<file path="config.mk">
export PLATFORM = sky130hd
export DESIGN_NAME = rv32i_if_id_buffer
export DESIGN_NICKNAME = d
export VERILOG_FILES = /design/src/rtl/rv32i_if_id_buffer.sv
export SDC_FILE = /design/constraint.sdc
export NUM_CORES = 1
export LEC_CHECK = 0
export ABC_AREA = 1
export ABC_CLOCK_PERIOD_IN_PS = 9200
export CAP_MARGIN = 25
export CORE_AREA = 3 3 184 96
export DETAILED_ROUTE_END_ITERATION = 6
export DIE_AREA = 0 0 187 99
export GPL_TIMING_DRIVEN = 0
export PLACE_DENSITY = 0.85
export SLEW_MARGIN = 25
export SYNTH_ARGS = -nofsm -noshare
export SYNTH_HDL_FRONTEND = slang
export SYNTH_SLANG_ARGS = --single-unit
</file>
<file path="constraint.sdc">
create_clock -name Clk_100MHz -period 9.2 [get_ports Clk_100MHz]
set_input_delay 1.84 -clock Clk_100MHz [delete_from_list [all_inputs] [get_ports Clk_100MHz]]
set_output_delay 1.84 -clock Clk_100MHz [all_outputs]
set_load 0.1 [all_outputs]
</file>
<file path="src/rtl/rv32i_if_id_buffer.sv">
// rtl/rv32i_if_id_buffer.sv - IF/ID skid buffer: 2-entry FIFO, flush-to-NOP, optional perf counters (IFID_PERF_EN)
module rv32i_if_id_buffer #(
  parameter int REG_DATA_WIDTH  = 32,
  parameter int IMEM_ADDR_WIDTH = 32
) (
  input  logic                       Clk_100MHz,
  input  logic                       Reset,
  input  logic [IMEM_ADDR_WIDTH-1:0] IF_PC,
  input  logic [REG_DATA_WIDTH-1:0]  IF_Instruction,
  input  logic                       IF_valid,
  output logic                       IF_ready,
  input  logic                       MEM_PC_source_sel,
  input  logic                       ID_stall,
  output logic [IMEM_ADDR_WIDTH-1:0] ID_PC,
  output logic [REG_DATA_WIDTH-1:0]  ID_Instruction,
  output logic                       ID_valid
`ifdef IFID_PERF_EN
  ,
  output logic [31:0]                Perf_stall_cycles,
  output logic [31:0]                Perf_flush_count
`endif
);

  localparam logic [REG_DATA_WIDTH-1:0] NOP_INSTR = REG_DATA_WIDTH'(32'h0000_0013);

  logic [IMEM_ADDR_WIDTH-1:0] pc_mem_q    [2];
  logic [REG_DATA_WIDTH-1:0]  instr_mem_q [2];

  logic                       wr_ptr_q, wr_ptr_d;
  logic                       rd_ptr_q, rd_ptr_d;
  logic [1:0]                 count_q, count_d;

  logic                       id_valid_q, id_valid_d;
  logic [IMEM_ADDR_WIDTH-1:0] id_pc_q, id_pc_d;
  logic [REG_DATA_WIDTH-1:0]  id_instr_q, id_instr_d;

  logic                       if_ready;
  logic                       push;
  logic                       pop;
  logic                       write_en;

  // Readiness is a pure function of occupancy so ID_stall never reaches fetch combinationally.
  assign if_ready = (count_q != 2'd2);

  // Pointer/count bookkeeping; a flush wins over any push or pop in the same cycle.
  always_comb begin
    push     = IF_valid & if_ready;
    pop      = id_valid_q & ~ID_stall;
    write_en = 1'b0;
    wr_ptr_d = wr_ptr_q;
    rd_ptr_d = rd_ptr_q;
    count_d  = count_q;
    if (MEM_PC_source_sel) begin
      wr_ptr_d = 1'b0;
      rd_ptr_d = 1'b0;
      count_d  = 2'd0;
    end else begin
      write_en = push;
      if (push) wr_ptr_d = ~wr_ptr_q;
      if (pop)  rd_ptr_d = ~rd_ptr_q;
      case ({push, pop})
        2'b10:   count_d = count_q + 2'd1;
        2'b01:   count_d = count_q - 2'd1;
        default: count_d = count_q;
      endcase
    end
  end

  // Next head: when the new head slot is the one being written this edge, take it from the fetch inputs.
  always_comb begin
    id_valid_d = (count_d != 2'd0);
    id_pc_d    = '0;
    id_instr_d = NOP_INSTR;
    if (count_d != 2'd0) begin
      if (write_en && (rd_ptr_d == wr_ptr_q)) begin
        id_pc_d    = IF_PC;
        id_instr_d = IF_Instruction;
      end else begin
        id_pc_d    = pc_mem_q[rd_ptr_d];
        id_instr_d = instr_mem_q[rd_ptr_d];
      end
    end
  end

  // Entry storage needs no reset; occupancy is tracked by count_q.
  always_ff @(posedge Clk_100MHz) begin
    if (write_en) begin
      pc_mem_q[wr_ptr_q]    <= IF_PC;
      instr_mem_q[wr_ptr_q] <= IF_Instruction;
    end
  end

  // Control state and registered decode-side outputs.
  always_ff @(posedge Clk_100MHz or posedge Reset) begin
    if (Reset) begin
      wr_ptr_q   <= 1'b0;
      rd_ptr_q   <= 1'b0;
      count_q    <= 2'd0;
      id_valid_q <= 1'b0;
      id_pc_q    <= '0;
      id_instr_q <= NOP_INSTR;
    end else begin
      wr_ptr_q   <= wr_ptr_d;
      rd_ptr_q   <= rd_ptr_d;
      count_q    <= count_d;
      id_valid_q <= id_valid_d;
      id_pc_q    <= id_pc_d;
      id_instr_q <= id_instr_d;
    end
  end

  assign IF_ready       = if_ready;
  assign ID_valid       = id_valid_q;
  assign ID_PC          = id_pc_q;
  assign ID_Instruction = id_instr_q;

`ifdef IFID_PERF_EN
  logic [31:0] perf_stall_q;
  logic [31:0] perf_flush_q;

  // Free-running wrap-around counters of fetch back-pressure cycles and flush cycles.
  always_ff @(posedge Clk_100MHz or posedge Reset) begin
    if (Reset) begin
      perf_stall_q <= '0;
      perf_flush_q <= '0;
    end else begin
      if (IF_valid & ~if_ready) perf_stall_q <= perf_stall_q + 32'd1;
      if (MEM_PC_source_sel)    perf_flush_q <= perf_flush_q + 32'd1;
    end
  end

  assign Perf_stall_cycles = perf_stall_q;
  assign Perf_flush_count  = perf_flush_q;
`endif

endmodule
</file>
# Word-level counts from Yosys, hierarchy flattened
# Memory sizes are Yosys's and may differ from the RTL's.
# Index checks and enable logic that the tools add are counted.
# word_totals
register_bits	69
mem_bits_rw	128
in_bits	69
output_inout_bits	66
wordCells	35
n_memories	2
# memory_table
name	words	word_bits	read_ports	rd_ports_with_merged_regs	wr	line_no	rtl
instr_mem_q	2	32	1	0	1	27	logic [REG_DATA_WIDTH-1:0] instr_mem_q [2];
pc_mem_q	2	32	1	0	1	26	logic [IMEM_ADDR_WIDTH-1:0] pc_mem_q [2];
# op_classes
addsub	2
eq_ne	4
mux	13
bitwise_logic	5
n_reduce_logical	3
# op_table
operator	count
$mux 32	4
$mux 1	7
$pmux 2 s2	1
$reduce_bool 2->1	2
$not 1->1	3
$add 2x1->2 const B	1
$and 1x1->1	2
$eq 2x1->1 const B	1
$eq 2x2->1 const B	1
$mux 2	1
$ne 2x2->1 const B	1
$sub 2x1->2 const B	1
$eq 1x1->1	1
$logic_and 1x1->1	1

# Longest topological paths before layout
# Gate-level depths: netlist of run 1.
# logic_depth
word_depth	8
ltp_mapped	14
depth_no_buf	12

# Worst setup path before layout of run 1
# No wires, ideal clock.
# synth_path
path_kind	input port to flip-flop
from	input port IF_valid
to	memory instr_mem_q[0][0], enable pin
setup_time_ns	0.487
arrival_ns	4.771
required_ns	8.713
slack_ns	3.942
cell_stages	4
n_path_buf	0
cell_sequence	nand2_4 > nor2_4 > inv_2 > nor2_1
# synth_via
elab_chain_cells	4
# synth_rtl
element	line_no	rtl
start: declaration	10	input logic IF_valid,
$and 1x1->1	47	push = IF_valid & if_ready;
$mux 1	53	if (MEM_PC_source_sel) begin
$mux 1	87	if (write_en) begin
$mux 1 (not written as such)	89	instr_mem_q[wr_ptr_q] <= IF_Instruction;
end: declaration	27	
# Every way passes these cells.

# Final worst setup path of run 1
# layout_path
from	register count_q[0]
to	output port IF_ready
# layout_via
elab_chain_cells	1
# layout_rtl
element	line_no	rtl
start: declaration	31	logic [1:0] count_q, count_d;
start signal: assignment	105	count_q <= count_d;
$ne 2x2->1	43	assign if_ready = (count_q != 2'd2);
end: declaration	11	output logic IF_ready,
# Every way passes these cells.

==> results of run 1 <==
logic make-up after synthesis:
logic type | after synthesis | synth area share
compound gates | 2 | 0.00264
fa+ha+maj | 1 | 0.00155
buf+inv | 116 | 0.0692
flops | 197 | 0.693
simple gates | 471 | 0.234
how the worst min path moves through the flow:
stage                           startpoint                          end  slack (ns)  depth (start not counted)
5_1_grt          pc_mem_q[0][30]$_DFFE_PP_          ID_PC[30]$_DFF_PP0_        0.60                          4
6_report         pc_mem_q[1][15]$_DFFE_PP_          ID_PC[15]$_DFF_PP0_        0.56                          4
2_1_floorplan  instr_mem_q[1][0]$_DFFE_PP_  ID_Instruction[0]$_DFF_PP1_        0.51                          4
3_3_place_gp     pc_mem_q[1][25]$_DFFE_PP_          ID_PC[25]$_DFF_PP0_        0.53                          4
3_5_place_dp     pc_mem_q[1][24]$_DFFE_PP_          ID_PC[24]$_DFF_PP0_        0.55                          4
4_1_cts          pc_mem_q[1][24]$_DFFE_PP_          ID_PC[24]$_DFF_PP0_        0.56                          4
worst min-delay path: cells and delay by family (launching register included):
| family | cells | cell delay [ns] |
|---|---|---|
| flip-flops | 1 | 0.32 |
| AND/OR/NAND/NOR | 4 | 0.21 |
area by class of cell:
| class | instances | share of cell area |
|---|---|---|
| flip-flops and latches | 197 | 0.532 |
| clock buffers | 18 | 0.0410 |
| well taps | 227 | 0.0271 |
| inverters | 75 | 0.0271 |
| plain buffers | 41 | 0.0263 |
| repair buffers | 141 | 0.146 |
| clock inverters | 14 | 0.0156 |
| multi-input cells | 474 | 0.184 |
cells in the mapped netlist:
cell type / instances
nand2_2: 1
buf_2: 25
o21ai_0: 1
clkbuf_1: 3
inv_1: 72
a21oi_4: 1
buf_6: 11
nand4_1: 1
nand3_1: 74
buf_4: 2
inv_2: 3
dfstp_2: 3
nand2_4: 1
edfxtp_1: 128
nand2_1: 269
nor2_1: 124
ha_1: 1
nor2_4: 1
dfrtp_1: 66
sequential cells by signal, summed over array words and instances, names as in the netlist:
| register | cells |
|---|---|
| ID_Instruction | 32 |
| wr_ptr_q | 1 |
| pc_mem_q | 64 |
| rd_ptr_q | 1 |
| count_q | 2 |
| ID_valid | 1 |
| instr_mem_q | 64 |
| ID_PC | 32 |
cell usage in the layout (no fill, tap or decap), types with 2 or more instances in the layout:
master / Yosys / final
buf_2: 25 / 25
buf_4: 2 / 2
inv_6: 0 / 4
inv_1: 72 / 71
clkdlybuf4s50_1: 0 / 134
inv_2: 3 / 3
edfxtp_1: 128 / 128
buf_16: 0 / 7
nand2_1: 269 / 269
buf_6: 11 / 11
clkbuf_16: 0 / 17
nor2_4: 1 / 3
nor2_1: 124 / 122
dfstp_2: 3 / 3
nand3_1: 74 / 74
clkinv_8: 0 / 2
dfrtp_1: 66 / 66
inv_8: 0 / 4
clkbuf_1: 3 / 4
layer usage:
| metal | global-route usage | vias up |
|---|---|---|
| li1 | - | 2803 |
| met1 | 0.238 | 2823 |
| met2 | 0.372 | 227 |
| met3 | 0.0476 | 50 |
| met4 | 0.0911 | 0 |
| met5 | 0 | - |
power by group through the flow:
stage	combinational, uW	clock (uW)	sequential (uW)
final	1600	748	1140
after detailed placement	1590	0	1160
after global routing	1680	794	1150
after global placement	1550	0	1160
after floorplan	412	0	1920
after CTS	1610	751	1140
metrics by stage:
step / hold slack [ns] / utilization / total power (uW) / setup WS (ns)
after CTS: 0.563 / 0.645 / 3500 / 5.24
after global routing: 0.596 / 0.645 / 3620 / 5.20
after floorplan: 0.511 / - / 2330 / 3.94
final: 0.555 / 0.645 / 3490 / 5.26
after detailed placement: 0.549 / 0.609 / 2750 / 5.19
after global placement: 0.529 / 0.596 / 2700 / 1.78
==> impl_metrics.csv, run 1 <==
group,metric,value,unit
pwr,peakVddDrop,0.000170,V
clocking,cts_max_path_buffers,2,
clocking,cts_htree_levels,4,
route,wl_met1,7.40,mm
final_layout,multi_input_area,1930,um^2
logic_synthesis,seq_area_frac_synth,0.693,
worst_setup_path,crit_end,"IF_ready",
pwr,switching_share,0.464,
worst_setup_path,reg2reg_slack,7.03,ns
logic_synthesis,post-synth-top-area-fraction,0.478,
logic_synthesis,syn_nets,857,
timing,fin_crit,3.94,ns
timing,setup_viol,0,
clocking,cts_sinks,197,
worst_setup_path,critPathRequiredTime,7.36,ns
route,wl_per_cell,15.9,um
placement,gp_congestion,0.782,
clocking,path_clk_slew,0.08,ns
clocking,ctsResizeCount,0,
hold_path,hold_class,"reg2reg",
route,wl_met2,9.81,mm
route,ant_nets,0,
timing,rsz0062_at_grt,"false",
worst_setup_path,crit_chain,"inv_2, nand2_2, clkdlybuf4s50_1",
timing,finClkSkew,0.0116,ns
final_layout,diodes,0,
worst_setup_path,cp_max_fo,3,
pwr,p_int,1870,uW
timing,setup_tns,0,ns
grt,grt_pass1_vias,6055,
grt,grt_max_degree,52,
logic_synthesis,synth.yosys.warnings,0,
pwr,clock_power_share,0.215,
timing,hold_viol_final,0,
final_layout,final_area,10500,um^2
worst_setup_path,slowest_delay,1.14,ns
clocking,post_cts_buffers,0,
clocking,holdBufCountCts,0,
pwr,p_comb_frac,0.459,
worst_setup_path,cp_top_family,"buffers and inverters",
placement,io_buffers,134,
clocking,cts_inserted_buffers,17,
route,route.detailed.drc,0,
die,rows,33,
timing,relSlewSlack,0.302,
logic_synthesis,syn_area,8050,um^2
logic_synthesis,synth-seq-cells,197,
final_layout,regArea,5570,um^2
placement,hpwlAfterDp,12.5,mm
route,wirelength,18.9,mm
worst_setup_path,critical_path_buf_inv_count,2,
placement,dpl.cell_count,1155,
worst_setup_path,critPathKind,"reg2out",
timing,fmaxAchievable,254,MHz
logic_synthesis,syn_avg_cell_area,10.2,um^2
worst_setup_path,r2r_cells,13,
route,first_iter_violations,478,
route,routed.top_layer,"met4",
die,core_area,16200,um^2
placement,dpl_cell_area,9880,um^2
clocking,tritoncts,"done",
worst_setup_path,rr_startpoint,"count_q[0]$_DFF_PP0_",
worst_setup_path,cp-end-kind,"primary output",
grt,grt_pass1_wl,30.0,mm
logic_synthesis,synthTopCellsByArea,"edfxtp_1 48%, dfrtp_1 21%, nand2_1 13%",
pwr,seqPwrFrac,0.326,
timing,fin_crit_sh,0.429,
final_layout,fin_cells,1187,
grt,grt-ovfl-total,0,
final_layout,drive_above_1_share,0.0927,
route,vias,5903,
die,die_y,99,um
timing,drv_slew,0,
pwr,switchingPower,1620,uW
pwr,power_density,333,nW/um^2
timing,tightest_slew,1.04,ns
worst_setup_path,crit_arrival,2.10,ns
die,io_pins,135,
final_layout,area_delta_synth_final,30.2,%
logic_synthesis,synthCells,787,
logic_synthesis,yosysTopAreaCell,"edfxtp_1",
clocking,clk_latency,0.43,ns
grt,antenna_found_initial,0,
route,dr.pass1.iters,6,
worst_setup_path,reg2reg_to,"ID_PC[16]$_DFF_PP0_",
route,wl_met3,1.19,mm
pwr,leakage,0.00459,uW
route,viasPerCell,4.97,
worst_setup_path,crit_slowest_cell,"clkdlybuf4s50_1",
logic_synthesis,ys_types,19,
final_layout,finalNetCount,1017,
clocking,cts_root_buf,"clkbuf_16",
die,die_area,18500,um^2
flow_run,drv_cap,0,
die,initial_core_util,0.496,
grt,grt.total_usage,0.206,
status,status,"completed",
die,die_w,187,um
final_layout,nFillCells,1188,
worst_setup_path,crit_cells,3,
worst_setup_path,setup.worst_path.start,"count_q[0]$_DFF_PP0_",
worst_setup_path,cp-start-kind,"flip-flop",
No activity file was read; power rests on OpenSTA's default activity.
==> inputs of run 2 (changes only) <==
--- a/config.mk
+++ b/config.mk
@@ -6,7 +6,7 @@
 export NUM_CORES = 1
 export LEC_CHECK = 0
 export ABC_AREA = 1
-export ABC_CLOCK_PERIOD_IN_PS = 9200
+export ABC_CLOCK_PERIOD_IN_PS = 3800
 export CAP_MARGIN = 25
 export CORE_AREA = 3 3 184 96
 export DETAILED_ROUTE_END_ITERATION = 6
==> constraint.sdc (replaced) <==
create_clock -name Clk_100MHz -period 3.8 [get_ports Clk_100MHz]
set_input_delay 0.76 -clock Clk_100MHz [delete_from_list [all_inputs] [get_ports Clk_100MHz]]
set_output_delay 0.76 -clock Clk_100MHz [all_outputs]
set_load 0.1 [all_outputs]
==> run 2 against run 1 <==
Compared with the run above:
- die area stayed put
- combinational power grew 140%
- non-clock buffer count stayed put
- largest cell class unchanged
==> impl_metrics.csv, run 2 (same netlist as run 1, synthesis figures left out) <==
group,metric,value,unit
route,ant_nets,0,
worst_setup_path,cp-end-kind,"primary output",
final_layout,drive_above_1_share,0.0927,
clocking,cts_htree_levels,4,
route,wl_per_cell,15.9,um
clocking,cts_sinks,197,
flow_run,drv_cap,0,
worst_setup_path,crit_arrival,2.12,ns
pwr,power_density,810,nW/um^2
worst_setup_path,setup.worst_path.start,"count_q[0]$_DFF_PP0_",
clocking,ctsResizeCount,0,
final_layout,layout_commonest_cell,"nand2_1",
grt,grt.total_usage,0.210,
worst_setup_path,r2r_cells,9,
final_layout,finalNetCount,1017,
route,wirelength,18.9,mm
worst_setup_path,crit_slowest_cell,"clkdlybuf4s50_1",
worst_setup_path,crit_end,"IF_ready",
final_layout,diodes,0,
placement,gp_congestion,0.786,
grt,grt-ovfl-total,0,
worst_setup_path,cp-start-kind,"flip-flop",
placement,hpwlAfterDp,12.4,mm
route,dr.pass1.iters,5,
clocking,cts_inserted_buffers,17,
clocking,tritoncts,"done",
route,route.detailed.drc,0,
die,die_w,187,um
grt,grt_pass1_vias,6146,
route,vias,5927,
clocking,clk_latency,0.42,ns
worst_setup_path,crit_cells,3,
clocking,cts_root_buf,"clkbuf_16",
final_layout,nFillCells,1176,
route,first_iter_violations,401,
worst_setup_path,critPathRequiredTime,3.04,ns
final_layout,final_area,10500,um^2
die,die_area,18500,um^2
placement,dpl_cell_area,9870,um^2
timing,setup_viol,0,
route,viasPerCell,4.99,
worst_setup_path,reg2reg_slack,1.63,ns
grt,antenna_found_initial,0,
timing,tightest_slew,1.04,ns
grt,grt_pass1_wl,30.6,mm
hold_path,hold_class,"reg2reg",
status,status,"completed",
timing,fin_crit_sh,0.758,
die,die_y,99,um
clocking,cts_max_path_buffers,2,
final_layout,area_delta_synth_final,30.4,%
clocking,holdBufCountCts,0,
timing,relSlewSlack,0.304,
timing,fmaxAchievable,347,MHz
worst_setup_path,rr_startpoint,"count_q[0]$_DFF_PP0_",
clocking,path_clk_slew,0.07,ns
clocking,post_cts_buffers,0,
die,core_area,16200,um^2
final_layout,final_cell_mix,"269 x nand2_1, 134 x clkdlybuf4s50_1, 128 x edfxtp_1, 122 x nor2_1, 74 x nand3_1",
timing,drv_slew,0,
worst_setup_path,reg2reg_to,"pc_mem_q[0][3]$_DFFE_PP_",
pwr,p_total,8490,uW
worst_setup_path,critical_path_buf_inv_count,2,
worst_setup_path,slowest_delay,1.15,ns
timing,hold_viol_final,0,
pwr,leakage,0.00460,uW
grt,grt_max_degree,51,
die,io_pins,135,
die,initial_core_util,0.496,
worst_setup_path,critPathKind,"reg2out",
worst_setup_path,cp_top_family,"buffers and inverters",
timing,finClkSkew,0.0125,ns
worst_setup_path,crit_chain,"inv_2, nand2_2, clkdlybuf4s50_1",
final_layout,reg_top3,"instr_mem_q x64, pc_mem_q x64",
pwr,peakVddDrop,0.000445,V
timing,rsz0062_at_grt,"false",
worst_setup_path,cp_max_fo,3,
die,rows,33,
timing,fin_crit,2.88,ns
placement,io_buffers,134,
[run 2: worst min-delay path by stage]
stage | start | to | slack (ns) | cells past startpoint
5_1_grt | instr_mem_q[0][4]$_DFFE_PP_ | ID_Instruction[4]$_DFF_PP1_ | 0.60 | 4
3_5_place_dp | instr_mem_q[1][0]$_DFFE_PP_ | ID_Instruction[0]$_DFF_PP1_ | 0.54 | 4
6_report | instr_mem_q[1][0]$_DFFE_PP_ | ID_Instruction[0]$_DFF_PP1_ | 0.55 | 4
3_3_place_gp | instr_mem_q[1][0]$_DFFE_PP_ | ID_Instruction[0]$_DFF_PP1_ | 0.53 | 4
4_1_cts | instr_mem_q[1][0]$_DFFE_PP_ | ID_Instruction[0]$_DFF_PP1_ | 0.55 | 4
2_1_floorplan | instr_mem_q[1][0]$_DFFE_PP_ | ID_Instruction[0]$_DFF_PP1_ | 0.51 | 4
[run 2: final cells by class]
class,count,area [um^2],share of cell area
Buffer,41,275,0.0262
Clock buffer,20,468,0.0446
Clock inverter,12,154,0.0147
Inverter,75,284,0.0271
Multi-Input combinational cell,474,1930,0.184
Sequential cell,197,5570,0.531
Tap cell,227,284,0.0271
Timing Repair Buffer,141,1520,0.145
[run 2: layer usage]
metal / global-route usage / vias to the layer above / wire length (um)
met5: 0 / - / 0
li1: - / 2806 / -
met2: 0.375 / 200 / 10000
met3: 0.0423 / 50 / 915
met4: 0.0963 / 0 / 537
met1: 0.248 / 2871 / 7450
[run 2: worst min-delay path, cell delays in order, from the launching register on]
cell,delay (ns)
edfxtp_1,0.32
nand2_1,0.05
nand2_1,0.05
nand2_1,0.04
nand3_1,0.06
[run 2: power by group]
part / total, uW / internal [uW] / switching (uW)
clock: 1880 / 1050 / 826
sequential: 2760 / 2650 / 108
combinational: 3850 / 925 / 2930
[run 2: per-stage QoR]
stage | cells | setup TNS, ns | setup WS, ns | hold slack (ns) | utilization
global placement | 1148 | -96.39 | -0.797 | 0.530 | 0.596
CTS | 1187 | 0 | 0.911 | 0.555 | 0.646
floorplan | 787 | 0 | 0.592 | 0.511 | -
global route | 1187 | 0 | 0.864 | 0.597 | 0.646
detailed placement | 1155 | 0 | 0.889 | 0.537 | 0.608
finish | 1187 | 0 | 0.921 | 0.548 | 0.646
